**src/rtl/proc_pkg.sv**
```systemverilog
// proc_pkg: opcode constants, instruction field positions and the fetch state encoding
// shared by the processor front end.
package proc_pkg;
    localparam int OP_MSB      = 31;
    localparam int OP_LSB      = 27;
    localparam int RDST_MSB    = 26;
    localparam int RDST_LSB    = 22;
    localparam int RSRC1_MSB   = 21;
    localparam int RSRC1_LSB   = 17;
    localparam int IM_MODE_BIT = 16;
    localparam int RSRC2_MSB   = 15;
    localparam int RSRC2_LSB   = 11;
    localparam int ISRC_MSB    = 15;
    localparam int ISRC_LSB    = 0;

    localparam logic [4:0] OP_MOV   = 5'd0;
    localparam logic [4:0] OP_ADD   = 5'd1;
    localparam logic [4:0] OP_SUB   = 5'd2;
    localparam logic [4:0] OP_AND   = 5'd3;
    localparam logic [4:0] OP_OR    = 5'd4;
    localparam logic [4:0] OP_XOR   = 5'd5;
    localparam logic [4:0] OP_JMP   = 5'd6;
    localparam logic [4:0] OP_JZ    = 5'd7;
    localparam logic [4:0] OP_LOAD  = 5'd8;
    localparam logic [4:0] OP_STORE = 5'd9;
    localparam logic [4:0] OP_HALT  = 5'd31;

    typedef enum logic [1:0] {
        FS_REQ,
        FS_WAIT,
        FS_HOLD,
        FS_HALT
    } fetch_state_e;

    function automatic logic is_halt(input logic [31:0] w);
        return w[OP_MSB:OP_LSB] == OP_HALT;
    endfunction
endpackage

```
**src/rtl/instr_fetch_buf.sv**
```systemverilog
// instr_fetch_buf: 2-entry FIFO with flush, used as the prefetch instruction buffer
// when instr_fetch is built with IFETCH_PREFETCH_EN.
module instr_fetch_buf #(
    parameter int W = 40
) (
    input  logic         clk_i,
    input  logic         rst_i,
    input  logic         flush_i,
    input  logic         push_i,
    input  logic         pop_i,
    input  logic [W-1:0] data_i,
    output logic [W-1:0] data_o,
    output logic [1:0]   count_o
);
    logic [W-1:0] mem_q [2];
    logic         wr_q, rd_q;
    logic [1:0]   count_q;

    assign data_o  = mem_q[rd_q];
    assign count_o = count_q;

    always_ff @(posedge clk_i) begin
        if (rst_i) begin
            mem_q[0] <= '0;
            mem_q[1] <= '0;
            wr_q     <= 1'b0;
            rd_q     <= 1'b0;
            count_q  <= 2'd0;
        end else if (flush_i) begin
            wr_q    <= 1'b0;
            rd_q    <= 1'b0;
            count_q <= 2'd0;
        end else begin
            if (push_i) mem_q[wr_q] <= data_i;
            wr_q    <= wr_q ^ push_i;
            rd_q    <= rd_q ^ pop_i;
            count_q <= count_q + {1'b0, push_i} - {1'b0, pop_i};
        end
    end
endmodule

```
**src/rtl/instr_fetch.sv**
```systemverilog
// instr_fetch: fetch stage with one-cycle program memory, jump redirect and HALT/resume.
// Defining IFETCH_PREFETCH_EN replaces the single HOLD register with a 2-entry prefetch buffer.
module instr_fetch
    import proc_pkg::*;
#(
    parameter int PC_W    = 8,
    parameter int INSTR_W = 32
) (
    input  logic               clk,
    input  logic               sys_rst,
    output logic               imem_req,
    output logic [PC_W-1:0]    imem_addr,
    input  logic [INSTR_W-1:0] imem_rdata,
    output logic               ir_valid,
    input  logic               ir_ready,
    output logic [INSTR_W-1:0] ir_data,
    output logic [PC_W-1:0]    ir_pc,
    input  logic               redirect_valid,
    input  logic [PC_W-1:0]    redirect_pc,
    input  logic               resume,
    output logic               halted
);
    localparam logic [PC_W-1:0] PC_ONE = PC_W'(1);

    logic [PC_W-1:0] pc_q, pc_d;

    assign imem_addr = pc_q;

`ifdef IFETCH_PREFETCH_EN
    logic                    inflight_q, inflight_d;
    logic                    stop_q, stop_d;
    logic                    halted_q, halted_d;
    logic                    push, pop, halt_wr;
    logic [1:0]              count;
    logic [PC_W+INSTR_W-1:0] head;

    assign push     = inflight_q && !redirect_valid;
    assign halt_wr  = push && is_halt(imem_rdata);
    assign pop      = ir_valid && ir_ready && !redirect_valid;
    assign ir_valid = count != 2'd0;
    assign {ir_pc, ir_data} = head;
    assign halted   = halted_q;
    // the in-flight read already owns a buffer slot; the slot freed by this cycle's pop is reusable
    assign imem_req = !sys_rst && !redirect_valid && !stop_q && !halt_wr &&
                      (count + {1'b0, inflight_q} - {1'b0, pop}) < 2'd2;

    // pc advances on every request, so the in-flight word was fetched from pc_q - 1
    instr_fetch_buf #(.W(PC_W + INSTR_W)) u_buf (
        .clk_i   (clk),
        .rst_i   (sys_rst),
        .flush_i (redirect_valid),
        .push_i  (push),
        .pop_i   (pop),
        .data_i  ({pc_q - PC_ONE, imem_rdata}),
        .data_o  (head),
        .count_o (count)
    );

    always_comb begin
        pc_d       = imem_req ? pc_q + PC_ONE : pc_q;
        inflight_d = imem_req;
        stop_d     = stop_q || halt_wr;
        halted_d   = halted_q || (pop && is_halt(ir_data));
        if (halted_q && resume) begin
            stop_d   = 1'b0;
            halted_d = 1'b0;
        end
        if (redirect_valid) begin
            pc_d       = redirect_pc;
            inflight_d = 1'b0;
            stop_d     = 1'b0;
            halted_d   = 1'b0;
        end
    end

    always_ff @(posedge clk) begin
        if (sys_rst) begin
            pc_q       <= '0;
            inflight_q <= 1'b0;
            stop_q     <= 1'b0;
            halted_q   <= 1'b0;
        end else begin
            pc_q       <= pc_d;
            inflight_q <= inflight_d;
            stop_q     <= stop_d;
            halted_q   <= halted_d;
        end
    end
`else
    fetch_state_e       state_q, state_d;
    logic [INSTR_W-1:0] ir_data_q, ir_data_d;
    logic [PC_W-1:0]    ir_pc_q, ir_pc_d;

    assign imem_req = state_q == FS_REQ && !sys_rst;
    assign ir_valid = state_q == FS_HOLD;
    assign halted   = state_q == FS_HALT;
    assign ir_data  = ir_data_q;
    assign ir_pc    = ir_pc_q;

    always_comb begin
        state_d   = state_q;
        pc_d      = pc_q;
        ir_data_d = ir_data_q;
        ir_pc_d   = ir_pc_q;
        case (state_q)
            FS_REQ:  state_d = FS_WAIT;
            FS_WAIT: begin
                state_d   = FS_HOLD;
                ir_data_d = imem_rdata;
                ir_pc_d   = pc_q;
            end
            FS_HOLD: if (ir_ready) begin
                pc_d    = pc_q + PC_ONE;
                state_d = is_halt(ir_data_q) ? FS_HALT : FS_REQ;
            end
            FS_HALT: state_d = resume ? FS_REQ : FS_HALT;
            default: state_d = FS_REQ;
        endcase
        // leaving REQ/WAIT for REQ is what drops a response that is still on its way
        if (redirect_valid) begin
            state_d = FS_REQ;
            pc_d    = redirect_pc;
        end
    end

    always_ff @(posedge clk) begin
        if (sys_rst) begin
            state_q   <= FS_REQ;
            pc_q      <= '0;
            ir_data_q <= '0;
            ir_pc_q   <= '0;
        end else begin
            state_q   <= state_d;
            pc_q      <= pc_d;
            ir_data_q <= ir_data_d;
            ir_pc_q   <= ir_pc_d;
        end
    end
`endif
endmodule

```
**config.mk**
```make
export PLATFORM = sky130hd
export DESIGN_NAME = instr_fetch
export DESIGN_NICKNAME = d
export VERILOG_FILES = /design/src/rtl/proc_pkg.sv /design/src/rtl/instr_fetch_buf.sv /design/src/rtl/instr_fetch.sv
export SDC_FILE = /design/constraint.sdc
export NUM_CORES = 1
export LEC_CHECK = 0
export CORE_MARGIN = 2
export CORE_UTILIZATION = 36
export CTS_CLUSTER_SIZE = 12
export DETAILED_ROUTE_END_ITERATION = 7
export PLACE_DENSITY = 0.84
export SYNTH_ARGS = -nofsm -noshare
export SYNTH_HDL_FRONTEND = slang
export SYNTH_HIERARCHICAL = 1
export SYNTH_SLANG_ARGS = --single-unit
```
**constraint.sdc**
```tcl
create_clock -name clk -period 1.45 [get_ports clk]
set_input_delay 0.435 -clock clk [delete_from_list [all_inputs] [get_ports clk]]
set_output_delay 0.435 -clock clk [all_outputs]
set_load 0.1 [all_outputs]
```
# After elaboration in Yosys (flattened, before gate mapping)
# Cells that the tools add are included.
[totals]
register_bits = 50
in_bits = 45
output_inout_bits = 51
word_cells = 24
[classes]
add_sub_neg = 1
n_eq_ne = 5
muxes = 7
reduce_logical = 7
[ops]
columns = ["operator", "count"]
rows = [
  ["$mux W8", 3],
  ["$add A8 B1 Y8 const B", 1],
  ["$pmux W2 S4", 1],
  ["$mux W2", 3],
  ["$eq A5 B5 Y1 const B", 1],
  ["$eq A2 B2 Y1 const B", 2],
  ["$reduce_bool A2 Y1", 2],
  ["$eq A2 B1 Y1 const B", 1],
  ["$logic_not A2 Y1", 1],
  ["$ne A2 B1 Y1 const B", 1],
  ["$reduce_and A2 Y1", 1],
  ["$reduce_or A2 Y1", 1],
  ["$logic_and A1 B1 Y1", 1],
  ["$logic_not A1 Y1", 1],
]

# Depth between registers and ports, before layout
# Gate-level depths: netlist of the first run.
[depth]
depth_word = 4
ltp_mapped = 6

# Worst setup path after synthesis of the first run
# OpenSTA, ideal clock, no wires.
[synth_timing]
path_kind = "in2out"
from = "in sys_rst"
to = "out imem_req"
t_arrival_ns = 2.781
required_ns = 1.015
path_slack_ns = -1.766
path_stages = 3
n_path_buf = 2
path_cell_list = "clkbuf_1 clkbuf_1 nor3_1"
[synth_via]
elab_chain_len = 2
[synth_lines]
columns = ["item", "line_no", "text"]
rows = [
  ["start: declaration", "instr_fetch.sv:10", "input logic sys_rst,"],
  ["$logic_not A1 Y1", "instr_fetch.sv:94", "assign imem_req = state_q == FS_REQ && !sys_rst;"],
  ["$logic_and A1 B1 Y1", "instr_fetch.sv:94", ""],
  ["end: declaration", "instr_fetch.sv:11", "output logic imem_req,"],
]
# Every way passes these cells.

# Worst setup path in the final report of the first run
[layout_timing]
from = "reg state_q[0]"
to = "out imem_req"
[layout_via]
elab_chain_len = 2
[layout_lines]
columns = ["item", "line_no", "text"]
rows = [
  ["start: declaration", "instr_fetch.sv:90", "fetch_state_e state_q, state_d;"],
  ["start signal: assignment", "instr_fetch.sv:133", "state_q <= state_d;"],
  ["$logic_not A2 Y1", "instr_fetch.sv:94", ""],
  ["$logic_and A1 B1 Y1", "instr_fetch.sv:94", ""],
]
# Every way passes these cells.

==> results of run 1 <==
metal layers:
metal / global-route usage / vias to the layer above / routed length [µm]
met5: 0 / - / 0
met4: 0.0393 / 0 / 35
met3: 0.0512 / 4 / 337
met2: 0.360 / 67 / 3140
met1: 0.235 / 963 / 2380
li1: - / 1017 / -
sequential cells by signal, summed over array words and instances (netlist names):
| register | count |
|---|---|
| imem_addr | 8 |
| ir_data | 32 |
| ir_pc | 8 |
| state_q | 2 |
power groups by stage:
stage	logic (W)	clock network (W)	registers, W
after floorplan	0.000203	0	0.00199
after global placement	0.00112	0	0.00156
after detailed placement	0.00114	0	0.00157
after CTS	0.00115	0.000764	0.00154
after global routing	0.00120	0.000818	0.00154
final	0.00115	0.000732	0.00153
critical path: cells and delay by family, from the launching register on:
kind	cells	cell delay (ns)
flip-flops	1	0.36
buffers and inverters	2	0.31
AND/OR/NAND/NOR	1	0.20
cells in the final DEF, fill, tap and decap left out, types with 2 or more instances in the layout:
master            n
a211oi_1          3
a21oi_1          40
a311oi_1          3
buf_12           52
buf_4            13
buf_6             4
clkbuf_1          2
clkbuf_8          5
clkdlybuf4s50_1  42
dfxtp_1          35
dfxtp_2           6
dfxtp_4           9
nand2_1          82
nand2_2           2
nand3b_1          2
nand4_1           2
nor2_1            9
o21ai_0           4
o31ai_1           3
or3_1             3
xor2_1            2
stage by stage:
stage	utilization	instance area (µm²)	std cells
CTS	0.723	3720	413
finish	0.730	3750	415
global route	0.730	3750	415
global placement	0.699	3590	402
detailed placement	0.699	3590	402
floorplan	-	2030	242
worst max-delay path by stage:
stage / depth (start not counted) / to / slack, ns / start
2_1_floorplan: 3 / imem_req / -0.48 / sys_rst
3_3_place_gp: 4 / imem_addr[7] / -0.44 / ir_ready
3_5_place_dp: 4 / imem_addr[7] / -0.50 / ir_ready
4_1_cts: 3 / imem_req / -0.17 / state_q[0]
5_1_grt: 3 / imem_req / -0.19 / state_q[0]
6_report: 3 / imem_req / -0.16 / state_q[0]
layout make-up:
| class | count | area [µm²] | area share |
|---|---|---|---|
| tap | 70 | 87.6 | 0.0233 |
| clock buffer | 7 | 76.3 | 0.0203 |
| timing repair buffer | 113 | 1620 | 0.431 |
| inverter | 2 | 11.3 | 0.00300 |
| sequential | 50 | 1040 | 0.278 |
| multi-input combinational | 173 | 918 | 0.245 |
cells by family after synthesis:
family | share of synthesized area
compound gates | 0.172
flops | 0.516
mux | 0.00516
fa+ha+maj | 0.00645
buf+inv | 0.0445
simple gates | 0.247
xor+xnor | 0.00904
what timing repair did:
action / 4_1_cts / 5_1_grt
setup buffers: 3 / 2
resized for setup: 7 / 5
cloned: 1 / 0
pin swaps: 4 / 3
endpoints found under the setup margin: 11 / 17
==> results.sh, run 1 <==
export IMPL_synth_cells=242
export IMPL_max_freq_ghz=0.623
export IMPL_status="complete, but fails checks"
export IMPL_setup_tns_ns=-0.288
export IMPL_powerDensity_mw_per_mm2=910
export IMPL_fillCellCount=376
export IMPL_max_slew_worst_pin_slew_ns=0.532
export IMPL_track_usage=0.198
export IMPL_cpPeakStageDelay_ns=0.36
export IMPL_min_delay_path_depth=2
export IMPL_p_comb_frac=0.337
export IMPL_hold_end="ir_data[27]"
export IMPL_netlist_area_mm2=0.00194
export IMPL_synth_edf_count=0
export IMPL_cts_sinks=50
export IMPL_placementRows=26
export IMPL_fp_dieArea_mm2=0.00599
export IMPL_core_area_mm2=0.00514
export IMPL_hold_viol=0
export IMPL_drt_iter0_markers=77
export IMPL_endpoint_kind="primary output"
export IMPL_synth_seq_cells=50
export IMPL_port_buffers=95
export IMPL_synth_common_cells="nand2_1, dfxtp_1, a21oi_1"
export IMPL_reg2reg_to="imem_addr[7]"
export IMPL_slowest_stage="dfxtp_4"
export IMPL_worst_setup_path_type="flop to primary output"
export IMPL_holdCritStartpoint="ir_data[27]"
export IMPL_max_slew_margin=0.645
export IMPL_rr_startpoint="state_q[0]"
export IMPL_grt_pass1_wl_um=9560
export IMPL_whs_ns=0.492
export IMPL_irDropWorstVdd_mv=0.475
export IMPL_route_detailed_drc=0
export IMPL_grt_pass1_vias=1986
export IMPL_place_gp_congestion=0.717
export IMPL_cts_tree="yes"
export IMPL_ant_nets=0
export IMPL_critPathRequiredTime_ns=1.02
export IMPL_synth_top_cell_by_area="dfxtp_1"
export IMPL_yosysUniqueCellTypes=30
export IMPL_worstPathArrival_ns=1.17
export IMPL_maxCapViolations=0
export IMPL_period_needed_ns=1.61
export IMPL_synthFlopType="dfxtp_1"
export IMPL_clk_pin_slew_worst_paths_ns=0.08
export IMPL_yosysWarnings=6
export IMPL_rsz0062_at_grt="true"
export IMPL_wl_per_cell_um=14.2
export IMPL_clock_latency_ns=0.28
export IMPL_clockBufferDepth=2
export IMPL_area_growth_pct=93.7
export IMPL_clockPowerShare=0.214
export IMPL_vias=2051
export IMPL_die_y_um=77.4
export IMPL_chipWidth_um=77.4
export IMPL_antenna_cells=0
export IMPL_r2r_cells=4
export IMPL_cp_max_fo=4
export IMPL_violations="negative setup slack"
export IMPL_numCtsBuffers=5
export IMPL_internal_power_w=0.00223
export IMPL_crit_chain="buf_6 > nor3_4 > buf_12"
export IMPL_grt_max_degree=50
export IMPL_drive_above_1_share=0.301
export IMPL_htree_levels=2
export IMPL_synth_top_area_share=0.516
export IMPL_cts_root_buf="clkbuf_8"
export IMPL_start_util=0.377
export IMPL_critical_path_startpoint_type="flop"
export IMPL_p_leak_nw=1.40
export IMPL_async_flop_share=0
export IMPL_cts_hold_buf=0
export IMPL_firstDrtPassIters=4
export IMPL_p_total_w=0.00342
export IMPL_setup_violations_final=4
export IMPL_fin_ws_ns=-0.156
export IMPL_p_sw_frac=0.347
export IMPL_post_place_ws_ns=-0.496
export IMPL_p_switching_w=0.00119
export IMPL_vias_per_cell=4.94
export IMPL_r2r_slack_ns=-0.01
export IMPL_drt_total_wl_um=5890
export IMPL_min_period_over_period=1.11
export IMPL_fin_skew_ns=0.00448
export IMPL_yosysMostFrequentCell="nand2_1"
export IMPL_grt_antenna_before_repair=0
export IMPL_drv_slew=0
export IMPL_hpwlAfterDp_um=4360
export IMPL_grt_remaining_overflow=0
export IMPL_synth_fp_nets=288
export IMPL_ios=96
export IMPL_syn_avg_cell_area_um2=8.01
export IMPL_seq_area_frac_synth=0.516
export IMPL_synth_area_top_cells="dfxtp_1, nand2_1, a21oi_1, clkbuf_1, a311oi_1"
export IMPL_num_nets_final=391
export IMPL_hp_class="flop to flop"
export IMPL_pwr_share_seq=0.449
Note: power is estimated with default switching activity, not from simulation.
==> run 2, diff against run 1 <==
- CORE_ASPECT_RATIO: unset -> 1.2
==> run 2 against run 1 <==
Compared with the run above:
- the flow still finishes with violations (negative setup slack)
- core utilization down 0.61 points
- first-iteration DRC count up 60%
- fmax down 1.8%
- hold slack worse by 0.0028 ns
- largest cell class unchanged
- highest routed layer unchanged
- clock skew up 0.0058 ns
- final cell count down 1.7%
- via count down 0.63%
- worst setup slack worse by 0.029 ns
- clock power up 12%
- cell area up 0.80%
- wire length up 5.2%
==> results.sh, run 2 (same netlist as run 1, synthesis figures left out) <==
export IMPL_chipWidth_um=71.0
export IMPL_drv_slew=0
export IMPL_drt_met1_wl_um=2270
export IMPL_firstDrtPassIters=4
export IMPL_rsz0062_at_grt="true"
export IMPL_drive_above_1_share=0.315
export IMPL_start_util=0.371
export IMPL_placementRows=29
export IMPL_wl_met3_um=378
export IMPL_max_slew_worst_pin_slew_ns=0.525
export IMPL_r2r_cells=4
export IMPL_final_cell_mix="nand2_1, buf_12, clkdlybuf4s50_1, a21oi_1, dfxtp_1"
export IMPL_min_delay_path_depth=2
export IMPL_hp_class="flop to flop"
export IMPL_vias=2038
export IMPL_wl_per_cell_um=15.2
export IMPL_clk_pin_slew_worst_paths_ns=0.09
export IMPL_violations="negative setup slack"
export IMPL_multi_input_area_um2=931
export IMPL_clock_latency_ns=0.30
export IMPL_grt_remaining_overflow=0
export IMPL_critical_path_startpoint_type="flop"
export IMPL_grt_max_degree=50
export IMPL_p_leak_nw=1.41
export IMPL_grt_antenna_before_repair=0
export IMPL_topRoutingLayerUsed="met4"
export IMPL_post_place_ws_ns=-0.561
export IMPL_vias_per_cell=5.00
export IMPL_hpwlAfterDp_um=4330
export IMPL_hold_viol=0
export IMPL_critPathLaunch="state_q[1]"
export IMPL_cp_max_fo=4
export IMPL_drt_total_wl_um=6200
export IMPL_die_y_um=84.4
export IMPL_dpl_instance_area_mm2=0.00359
export IMPL_max_freq_ghz=0.611
export IMPL_fillCellCount=362
export IMPL_fp_dieArea_mm2=0.00599
export IMPL_numCtsBuffers=5
export IMPL_regArea_mm2=0.00104
export IMPL_min_period_over_period=1.13
export IMPL_htree_levels=2
export IMPL_worst_setup_path_type="flop to primary output"
export IMPL_drt_iter0_markers=123
export IMPL_rr_startpoint="state_q[0]"
export IMPL_dp_cells=393
export IMPL_stdcell_area_mm2=0.00378
export IMPL_cts_sinks=50
export IMPL_route_detailed_drc=0
export IMPL_irDropWorstVdd_mv=0.564
export IMPL_status="complete, but fails checks"
export IMPL_stdcell_count=408
export IMPL_ant_nets=0
export IMPL_largest_reg_flops=32
export IMPL_area_growth_pct=95.2
export IMPL_powerDensity_mw_per_mm2=929
export IMPL_place_gp_congestion=0.781
export IMPL_cts_tree="yes"
export IMPL_grt_pass1_wl_um=10000
export IMPL_endpoint_kind="primary output"
export IMPL_max_slew_margin=0.650
export IMPL_fin_skew_ns=0.0103
export IMPL_track_usage=0.210
export IMPL_cts_root_buf="clkbuf_8"
export IMPL_layout_commonest_cell="nand2_1"
export IMPL_port_buffers=95
export IMPL_whs_ns=0.490
export IMPL_dr_wl_met2_um=3460
export IMPL_core_area_mm2=0.00523
export IMPL_fin_ws_ns=-0.186
export IMPL_num_nets_final=391
export IMPL_critPathRequiredTime_ns=1.02
export IMPL_clockBufferDepth=2
export IMPL_grt_pass1_vias=2046
export IMPL_setup_violations_final=3
export IMPL_worstPathArrival_ns=1.20
export IMPL_holdCritStartpoint="ir_data[30]"
export IMPL_ios=96
export IMPL_antenna_cells=0
export IMPL_maxCapViolations=0
export IMPL_period_needed_ns=1.64
## run 2: repair_timing
| item | 4_1_cts | 5_1_grt |
|---|---|---|
| setup buffers | 6 | 1 |
| gates resized for setup | 8 | 7 |
| hold buffers | 0 | 0 |
| setup endpoints to repair | 43 | 8 |
| pin swaps | 4 | 4 |
## run 2: per-layer routing
layer  GRT usage  vias to the layer above
met5           0                        -
met4      0.0549                        0
met1       0.220                      952
li1            -                     1011
met3      0.0708                        9
met2       0.393                       66
## run 2: path summary, 6_finish.rpt
| check | end | slack, ns |
|---|---|---|
| hold / removal | ir_data[30] | 0.49 |
| setup / recovery | imem_req | -0.19 |
| setup reg to reg | imem_addr[5] | 0.01 |
| hold reg to reg | ir_data[30] | 0.49 |
## run 2: final cells by class
type / instances / share of cell area
timing repair buffer: 114 / 0.432
multi-input combinational: 172 / 0.246
clock buffer: 5 / 0.0182
tap: 62 / 0.0205
sequential: 50 / 0.275
inverter: 2 / 0.00298
clock inverter: 3 / 0.00562
## run 2: report_power, final
part	total, W	leakage [nW]	switching, W	internal [W]
clock	0.000820	0.0458	0.000480	0.000341
combinational	0.00116	0.948	0.000699	0.000461
sequential	0.00153	0.416	0.0000944	0.00144
## run 2: worst max-delay path: stages, from the launching register on
cell and delay (ns):
dfxtp_4 0.36, buf_4 0.15, nor3_4 0.17, buf_12 0.21
## run 2: through the flow
stage	TNS, ns	power [W]	utilization
after floorplan	-0.578	0.00219	-
after detailed placement	-3.44	0.00271	0.686
after global routing	-0.618	0.00364	0.724
final	-0.446	0.00351	0.724
after CTS	-0.511	0.00353	0.717
after global placement	-2.59	0.00269	0.686
